File: src/rtl/fir_filter_if.sv
// Sample stream interface for the FIR filter.
// Purpose : bundles the input sample and the filtered output so a source and
//           a filter can be wired together with one connection.
// Signals : x - signed input sample, driven by the source (master)
//           y - signed filtered output, driven by the filter (slave)
// Modports: master - sample source / consumer side (drives x, reads y)
//           slave  - filter side (reads x, drives y)
interface fir_filter_if #(
   parameter int M = 8
);
   logic signed [M-1:0] x;
   logic signed [M-1:0] y;

   modport master (output x, input y);
   modport slave  (input x, output y);
endinterface

File: src/rtl/fir_filter.sv
// Direct-form, fully parallel N-tap FIR filter.
// Purpose : multiply-accumulates the newest sample and the N-1 previous
//           samples against fixed signed Q1.(M-1) coefficients, scales the
//           full-precision sum back to M bits (truncating toward minus
//           infinity) and saturates it into a registered output.
// Ports   : clk   - rising-edge clock, one new sample per edge
//           reset - asynchronous active-low reset, clears history and output
//           bus   - fir_filter_if slave: x (sample in), y (filtered out)
module fir_filter #(
   parameter int              N      = 16,
   parameter int              M      = 8,
   parameter logic [N*M-1:0]  COEFFS = {N{M'(8)}}
) (
   input  logic         clk,
   input  logic         reset,
   fir_filter_if.slave  bus
);

   // Full products are 2M bits; summing N of them needs clog2(N) more bits.
   // One extra guard bit covers the (-2^(M-1))^2 corner exactly.
   localparam int ACC_W = 2 * M + $clog2(N) + 1;

   localparam logic signed [ACC_W-1:0] SAT_MAX = ACC_W'((1 << (M - 1)) - 1);
   localparam logic signed [ACC_W-1:0] SAT_MIN = -SAT_MAX - ACC_W'(1);

   // d[k] holds the sample that arrived k edges before the current x.
   logic signed [M-1:0]     d [1:N-1];
   logic signed [ACC_W-1:0] acc;
   logic signed [ACC_W-1:0] scaled;
   logic signed [M-1:0]     sat_val;

   // Delay line: shifts one position per clock; reset discards all history.
   always_ff @(posedge clk or negedge reset) begin
      if (!reset) begin
         for (int k = 1; k < N; k++) begin
            d[k] <= '0;
         end
      end else begin
         d[1] <= bus.x;
         for (int k = 2; k < N; k++) begin
            d[k] <= d[k-1];
         end
      end
   end

   // Full-precision multiply-accumulate. Both operands are sign-extended to
   // the accumulator width first so the multiply is signed and never wraps.
   always_comb begin
      logic signed [ACC_W-1:0] coef_ext;
      logic signed [ACC_W-1:0] samp_ext;
      coef_ext = ACC_W'($signed(COEFFS[0 +: M]));
      samp_ext = ACC_W'(bus.x);
      acc      = coef_ext * samp_ext;
      for (int k = 1; k < N; k++) begin
         coef_ext = ACC_W'($signed(COEFFS[k*M +: M]));
         samp_ext = ACC_W'(d[k]);
         acc      = acc + coef_ext * samp_ext;
      end
   end

   // Drop the Q1.(M-1) fraction bits with an arithmetic shift (floor, no
   // rounding), then clamp into the signed M-bit output range.
   always_comb begin
      scaled = acc >>> (M - 1);
      if (scaled > SAT_MAX) begin
         sat_val = SAT_MAX[M-1:0];
      end else if (scaled < SAT_MIN) begin
         sat_val = SAT_MIN[M-1:0];
      end else begin
         sat_val = scaled[M-1:0];
      end
   end

   // Output register; cleared together with the delay line.
   always_ff @(posedge clk or negedge reset) begin
      if (!reset) begin
         bus.y <= '0;
      end else begin
         bus.y <= sat_val;
      end
   end

endmodule

File: src/flat_wrapper.sv
// flat-port wrapper written by rule: the top's interface ports become plain ports
module fir_filter_flat 
#(
   parameter int              N      = 16,
   parameter int              M      = 8,
   parameter logic [N*M-1:0]  COEFFS = {N{M'(8)}}
)
  (clk, reset, bus_x, bus_y);
  fir_filter_if #(.M(M)) bus_i ();
  input  logic clk;
  input  logic reset;
  input wire logic [$bits(bus_i.x)-1:0] bus_x;
  output wire logic [$bits(bus_i.y)-1:0] bus_y;
  assign bus_i.x = bus_x;
  assign bus_y = bus_i.y;
  fir_filter #(.N(N), .M(M), .COEFFS(COEFFS)) u_core (.clk(clk), .reset(reset), .bus(bus_i));
endmodule
File: config.mk
export PLATFORM = sky130hd
export DESIGN_NAME = fir_filter_flat
export DESIGN_NICKNAME = d
export VERILOG_FILES = /design/src/rtl/fir_filter_if.sv /design/src/rtl/fir_filter.sv /design/src/flat_wrapper.sv
export SDC_FILE = /design/constraint.sdc
export NUM_CORES = 1
export LEC_CHECK = 0
export ABC_CLOCK_PERIOD_IN_PS = 22000
export CORE_MARGIN = 10
export CORE_UTILIZATION = 50
export CTS_CLUSTER_SIZE = 30
export DETAILED_ROUTE_END_ITERATION = 8
export PLACE_DENSITY = 0.67
export SLEW_MARGIN = 30
export SYNTH_ARGS = -nofsm -noshare
export SYNTH_HDL_FRONTEND = slang
export SYNTH_SLANG_ARGS = --single-unit
File: constraint.sdc
create_clock -name clk -period 22 [get_ports clk]
set_clock_uncertainty 0.1 [all_clocks]
set_input_delay 3.3 -clock clk [delete_from_list [all_inputs] [get_ports clk]]
set_output_delay 3.3 -clock clk [all_outputs]
set_load 0.05 [all_outputs]
==> PnR_summary.wiki, run 1 <==
{| class="wikitable"
! Metric !! Value
|-
| Outcome || finished clean
|-
| Core area || between 10000 and 15000 µm²
|-
| Final weighted congestion of routability-driven global placement || about 0.85
|-
| Total count of max-transition violations in the final report || 0
|-
| Netlist cell types || 46
|-
| Number of antenna violations at the first check in global routing || 0
|-
| Share of the synthesized area in the top cell type || 0.423
|-
| Share of layout cells above drive strength 1 || 0.0724
|-
| Share of async-settable or async-resettable flops after synthesis || 1.00
|-
| GRT Overall Usage || 0.142
|-
| EDFF count, synth || 0
|-
| H-tree levels || 4
|-
| Net count after synthesis || between 700 and 800
|-
| Flip-flop and latch count after synthesis || 128
|-
| Maximum number of pins on one net before global-route repair || 76
|-
| Startpoint types || primary input
|-
| Worst slew pin tran || 0.650 ns
|-
| Clock Sinks || between 100 and 150
|-
| Cell occurring most often along the worst timing path || sky130_fd_sc_hd__inv_1
|-
| DRT antenna net count || 0
|-
| Worst stage delay on the critical path || roughly 0.65 ns
|-
| Number of setup buffers added after CTS || 0
|-
| Total of warnings raised by yosys || 0
|-
| Maximum net fanout on the critical path || 8
|-
| CTS hold repair buffers || 0
|-
| Setup TNS after final layout || 0 ns
|-
| Hold Vio Cnt, Final || 0
|-
| Number of top-level design ports || 18
|-
| Final net count || roughly 800
|-
| Max Freq || around 90 MHz
|-
| Die area || 20500 µm²
|-
| Setup violators final || 0
|-
| Total via count after detailed routing || between 4000 and 5000
|-
| Number of standard-cell rows in the floorplan || 44
|-
| Top post-synthesis cells by area || sky130_fd_sc_hd__dfrtp_1 42%, sky130_fd_sc_hd__fa_1 31%, sky130_fd_sc_hd__inv_1 7.6%
|-
| Routed length per placed instance || between 15 and 20 µm
|-
| Unrepaired setup endpoints after global routing || no
|-
| Number of global-route vias before repair || ~4700
|-
| Resize count post-CTS || 0
|-
| Insertion delay to the later sink of the worst-skew pair || around 0.42 ns
|-
| Data required time at the worst endpoint || between 20 and 25 ns
|-
| Maximum count of clock buffers along a single path || 2
|-
| Pre-Repair DR Iteration Count || 4
|-
| Residual DRC || 0
|-
| Clock tree from TritonCTS || yes
|-
| Class of the most critical setup path || primary input to flip-flop
|-
| Height of the die || between 100 and 150 µm
|-
| Design area || about 8600 µm²
|-
| Reg clk slew, reported paths || 0.06 ns
|-
| First DRT Iteration DRCs || approximately 160
|-
| Type of the worst min-delay path || flip-flop to flip-flop
|-
| Wire length of the first global-routing pass || roughly 23000 µm
|-
| Worst setup slack before clock tree synthesis || ~11 ns
|-
| Detailed-route wire length || about 12000 µm
|-
| Summed instance area of the synthesized netlist || about 7600 µm²
|-
| Drt via density || approximately 4.9
|-
| Growth of design area from synthesis to finish || 13.1%
|-
| Antenna fix cells || 0
|-
| Max Cap Viol || 0
|-
| Effective utilization at floorplan || 0.515
|-
| Residual overflow from global routing || 0
|-
| Worst path arrival time || between 10 and 15 ns
|-
| Root Buffer || sky130_fd_sc_hd__clkbuf_16
|-
| Synth area leader || sky130_fd_sc_hd__dfrtp_1
|-
| Top flip-flop cell by instance count after synthesis || sky130_fd_sc_hd__dfrtp_1
|-
| # port buffers || 17
|-
| Post-synthesis area per instance || 12.9 µm²
|-
| Critical path's slowest cell || sky130_fd_sc_hd__fa_1
|-
| Seq/Total Area, Yosys || 0.423
|-
| Mapped Cells || 589
|-
| Leading cell types in the layout, fill and taps excluded || 153 x sky130_fd_sc_hd__inv_1, 128 x sky130_fd_sc_hd__dfrtp_1, 117 x sky130_fd_sc_hd__fa_1
|-
| Smallest setup slack after layout || roughly 11 ns
|-
| Instance area at placement || approximately 8000 µm²
|-
| Max-slew headroom || 0.555
|-
| Total half-perimeter wirelength after legalization and detailed placement || about 9600 µm
|-
| Commonest non-fill, non-tap cell in the layout || sky130_fd_sc_hd__inv_1
|-
| Period utilization || 0.504
|-
| Total clock buffers created by CTS || 17
|-
| Post-layout minimum cycle time || between 10 and 15 ns
|-
| Critical Path Sink Type || flip-flop
|-
| Chip width || between 100 and 150 µm
|}
flip-flops by register name, indices dropped and copies added, names as in the netlist:
register      flops
u_core.bus.y      8
u_core.d        120
path summary, 6_finish.rpt:
| path | start | end | slack, ns | depth (start not counted) |
|---|---|---|---|---|
| max in group asynchronous | reset | u_core.d[62]$_DFF_PN0_ | 17.87 | 2 |
| min in group asynchronous | reset | u_core.d[50]$_DFF_PN0_ | 2.83 | 1 |
| min | u_core.d[105]$_DFF_PN0_ | u_core.d[97]$_DFF_PN0_ | 0.28 | 0 |
| max | bus_x[1] | u_core.bus.y[6]$_DFF_PN0_ | 10.91 | 33 |
| max reg2reg | u_core.d[113]$_DFF_PN0_ | u_core.bus.y[6]$_DFF_PN0_ | 13.94 | 32 |
| min reg2reg | u_core.d[105]$_DFF_PN0_ | u_core.d[97]$_DFF_PN0_ | 0.28 | 0 |
layer usage:
layer | global-route usage | wire length (µm) | vias up
met4 | 0.0543 | 247 | 0
met2 | 0.239 | 6510 | 41
met5 | 0 | 0 | -
met3 | 0.0405 | 328 | 18
met1 | 0.169 | 5300 | 2103
li1 | - | - | 1870
layout make-up:
cell class	instances	area, µm²
Clock inverter	11	126
Inverter	153	574
Tap cell	184	230
Fill cell	1155	6130
Multi-Input combinational cell	304	3770
Sequential cell	128	3200
Clock buffer	21	480
Timing Repair Buffer	18	179
cells by family (layout without fill, tap and decap cells):
| family | Yosys count | in the layout | share of synthesized area |
|---|---|---|---|
| buf+inv | 157 | 203 | 0.0788 |
| fa+ha+maj | 154 | 154 | 0.370 |
| flops | 128 | 128 | 0.423 |
| compound gates | 76 | 76 | 0.0671 |
| simple gates | 56 | 56 | 0.0400 |
| xor+xnor | 17 | 17 | 0.0197 |
| mux | 1 | 1 | 0.00132 |
synthesized netlist by cell type, types with 3 or more instances:
cell,instances
sky130_fd_sc_hd__a211oi_1,3
sky130_fd_sc_hd__a21o_1,6
sky130_fd_sc_hd__a21oi_1,21
sky130_fd_sc_hd__buf_2,3
sky130_fd_sc_hd__dfrtp_1,128
sky130_fd_sc_hd__fa_1,117
sky130_fd_sc_hd__ha_1,37
sky130_fd_sc_hd__inv_1,153
sky130_fd_sc_hd__nand2_1,12
sky130_fd_sc_hd__nand2b_1,3
sky130_fd_sc_hd__nor2_1,14
sky130_fd_sc_hd__nor2b_1,3
sky130_fd_sc_hd__nor3_1,9
sky130_fd_sc_hd__o211ai_1,3
sky130_fd_sc_hd__o21a_1,5
sky130_fd_sc_hd__o21ai_0,13
sky130_fd_sc_hd__o21ai_1,8
sky130_fd_sc_hd__or3_1,3
sky130_fd_sc_hd__xnor2_1,12
sky130_fd_sc_hd__xor2_1,5
worst max-delay path: cells and delay by family:
family | cells | cell delay (ns)
adders and majority gates | 10 | 4.31
AOI/OAI and AO/OA | 11 | 2.25
and+or+nand+nor | 1 | 0.16
buffers and inverters | 9 | 0.93
xor gates and xnor gates | 2 | 0.33
stage by stage:
| stage | util | instances | hold slack [ns] |
|---|---|---|---|
| final | 0.583 | 819 | 0.278 |
| after global routing | 0.583 | 819 | 0.286 |
| after CTS | 0.583 | 819 | 0.279 |
| after detailed placement | 0.541 | 787 | 0.263 |
| after global placement | 0.541 | 787 | 0.263 |
| after floorplan | - | 589 | 0.254 |
Power of run 1 is not shown: default switching activity piles up to over one toggle a cycle in this logic, so the estimate is an artifact.
==> run 2, diff against run 1 <==
--- a/config.mk
+++ b/config.mk
@@ -5,7 +5,7 @@
 export SDC_FILE = /design/constraint.sdc
 export NUM_CORES = 1
 export LEC_CHECK = 0
-export ABC_CLOCK_PERIOD_IN_PS = 22000
+export ABC_CLOCK_PERIOD_IN_PS = 10800
 export CORE_MARGIN = 10
 export CORE_UTILIZATION = 50
 export CTS_CLUSTER_SIZE = 30
==> constraint.sdc (replaced) <==
create_clock -name clk -period 10.8 [get_ports clk]
set_clock_uncertainty 0.1 [all_clocks]
set_input_delay 1.62 -clock clk [delete_from_list [all_inputs] [get_ports clk]]
set_output_delay 1.62 -clock clk [all_outputs]
set_load 0.05 [all_outputs]
==> run 2 against run 1 <==
Net effect:
- count of clock-buffer cells in the layout is the same
- global-route usage barely moved
- routed wire length is 0.35% lower
- critical path type unchanged
- non-clock buffer count unchanged
- flip-flop and latch count stayed put
- register-to-register slack worse by 11 ns
- first-iteration DRC count grew 9.3%
- die area stayed put
- critical path depth stayed put
- via count rose by 0.15%
- core utilization is 0.12 points higher
==> PnR_summary.wiki, run 2 (synthesized netlist as in run 1, its figures left out) <==
{| class="wikitable"
! Metric !! Value
|-
| Outcome || finished clean
|-
| Worst slew pin tran || 0.678 ns
|-
| Total clock buffers created by CTS || 17
|-
| Leading cell types in the layout, fill and taps excluded || 153 x sky130_fd_sc_hd__inv_1, 128 x sky130_fd_sc_hd__dfrtp_1, 117 x sky130_fd_sc_hd__fa_1
|-
| Maximum number of pins on one net before global-route repair || 76
|-
| Residual DRC || 0
|-
| Wire length of the first global-routing pass || 22500 µm
|-
| Total count of max-transition violations in the final report || 0
|-
| Drt via density || ~5
|-
| Number of setup buffers added after CTS || 0
|-
| Total half-perimeter wirelength after legalization and detailed placement || between 9000 and 10000 µm
|-
| Max reg flops || 120
|-
| Die area || 20500 µm²
|-
| Number of top-level design ports || 18
|-
| Capture point of the worst reg-to-reg path || u_core.bus.y[2]$_DFF_PN0_
|-
| Setup TNS after final layout || 0 ns
|-
| Resize count post-CTS || 0
|-
| Core area || roughly 15000 µm²
|-
| H-tree levels || 4
|-
| Antenna fix cells || 0
|-
| Worst stage delay on the critical path || 0.65 ns
|-
| Maximum net fanout on the critical path || 8
|-
| Hold-critical path endpoint || u_core.d[93]$_DFF_PN0_
|-
| Type of the worst min-delay path || flip-flop to flip-flop
|-
| Insertion delay to the later sink of the worst-skew pair || ~0.42 ns
|-
| Detailed-route wire length || approximately 12000 µm
|-
| Cell depth of the worst hold path || 0
|-
| Max Freq || 105 MHz
|-
| Pre-Repair DR Iteration Count || 4
|-
| Register bank with the most flops || u_core.d
|-
| Instance area at placement || roughly 8000 µm²
|-
| Period utilization || 0.886
|-
| Growth of design area from synthesis to finish || 13.3%
|-
| Final weighted congestion of routability-driven global placement || 0.848
|-
| Final net count || about 790
|-
| Number of antenna violations at the first check in global routing || 0
|-
| Height of the die || between 100 and 150 µm
|-
| Reg2reg path depth || 32
|-
| Critical path's slowest cell || sky130_fd_sc_hd__fa_1
|-
| CTS hold repair buffers || 0
|-
| Design area || 8590 µm²
|-
| Chip width || roughly 140 µm
|-
| Reg clk slew, reported paths || 0.06 ns
|-
| Root Buffer || sky130_fd_sc_hd__clkbuf_16
|-
| Post-layout minimum cycle time || ~9.6 ns
|-
| Startpoint types || primary input
|-
| Critical Path Sink Type || flip-flop
|-
| Clock Sinks || approximately 130
|-
| Residual overflow from global routing || 0
|-
| Clock tree from TritonCTS || yes
|-
| # port buffers || 17
|-
| Unrepaired setup endpoints after global routing || no
|-
| Biggest regs || u_core.d x120, u_core.bus.y x8
|-
| Maximum count of clock buffers along a single path || 2
|-
| Max-slew headroom || 0.548
|-
| Commonest non-fill, non-tap cell in the layout || sky130_fd_sc_hd__inv_1
|-
| Share of layout cells above drive strength 1 || 0.0709
|-
| R2r setup slk || around 2.6 ns
|-
| Class of the most critical setup path || primary input to flip-flop
|-
| Crit-path leading delay family || adder cells
|-
| Data required time at the worst endpoint || approximately 11 ns
|-
| Cell occurring most often along the worst timing path || sky130_fd_sc_hd__inv_1
|-
| Worst path arrival time || 9.75 ns
|-
| First DRT Iteration DRCs || around 180
|-
| Max Cap Viol || 0
|-
| GRT Overall Usage || 0.142
|-
| Number of global-route vias before repair || between 4000 and 5000
|-
| Number of standard-cell rows in the floorplan || 44
|-
| Setup violators final || 0
|-
| DRT antenna net count || 0
|-
| Routed length per placed instance || between 15 and 20 µm
|-
| Startpoint of the tightest hold check path || u_core.d[101]$_DFF_PN0_
|-
| Total via count after detailed routing || roughly 4000
|-
| Hold Vio Cnt, Final || 0
|-
| Critical register-to-register path startpoint || u_core.d[105]$_DFF_PN0_
|-
| Effective utilization at floorplan || 0.515
|-
| CP Buf/Inv Count || 9
|}
## run 2: changes by cell type in the layout (fill, tap and decap cells not counted), sizes merged
| cell | change |
|---|---|
| bufinv | +1 |
| clkinv | -1 |
## run 2: metal layers
layer,share of wire,GRT usage,vias to the layer above
met1,0.42,0.169,2109
met3,0.027,0.0362,17
li1,-,-,1869
met4,0.021,0.0608,0
met2,0.53,0.239,43
met5,0,0,-
## run 2: per-stage QoR
step	util	cells	hold WS (ns)	setup WS (ns)
2_1_floorplan	-	589	0.254	2.15
3_3_place_gp	0.541	787	0.263	1.04
3_5_place_dp	0.541	787	0.263	0.952
4_1_cts	0.584	819	0.279	1.30
5_1_grt	0.584	819	0.288	0.804
6_report	0.584	819	0.279	1.24
## run 2: worst register-to-register path, delay by kind of cell, from the launching register on
| kind | cells | cell delay (ns) |
|---|---|---|
| compound gates | 11 | 2.27 |
| xor+xnor | 2 | 0.36 |
| fa+ha+maj | 10 | 4.30 |
| buf+inv | 8 | 0.50 |
| flops | 1 | 0.38 |
| simple gates | 1 | 0.16 |
## run 2: worst max path at each step
| stage | startpoint | to | slack [ns] | cells past startpoint |
|---|---|---|---|---|
| after floorplan | bus_x[1] | u_core.bus.y[0]$_DFF_PN0_ | 2.15 | 33 |
| after global placement | bus_x[1] | u_core.bus.y[1]$_DFF_PN0_ | 1.04 | 33 |
| after detailed placement | bus_x[1] | u_core.bus.y[3]$_DFF_PN0_ | 0.95 | 33 |
| after CTS | bus_x[1] | u_core.bus.y[6]$_DFF_PN0_ | 1.30 | 33 |
| after global routing | bus_x[1] | u_core.bus.y[6]$_DFF_PN0_ | 0.80 | 33 |
| final | bus_x[1] | u_core.bus.y[2]$_DFF_PN0_ | 1.24 | 33 |
## run 2: cell type report
type | count | area (µm²)
Clock buffer | 21 | 470
Clock inverter | 11 | 154
Fill cell | 1160 | 6110
Inverter | 153 | 574
Multi-Input combinational cell | 304 | 3770
Sequential cell | 128 | 3200
Tap cell | 184 | 230
Timing Repair Buffer | 18 | 179
Power of run 2 is left out for the same reason.
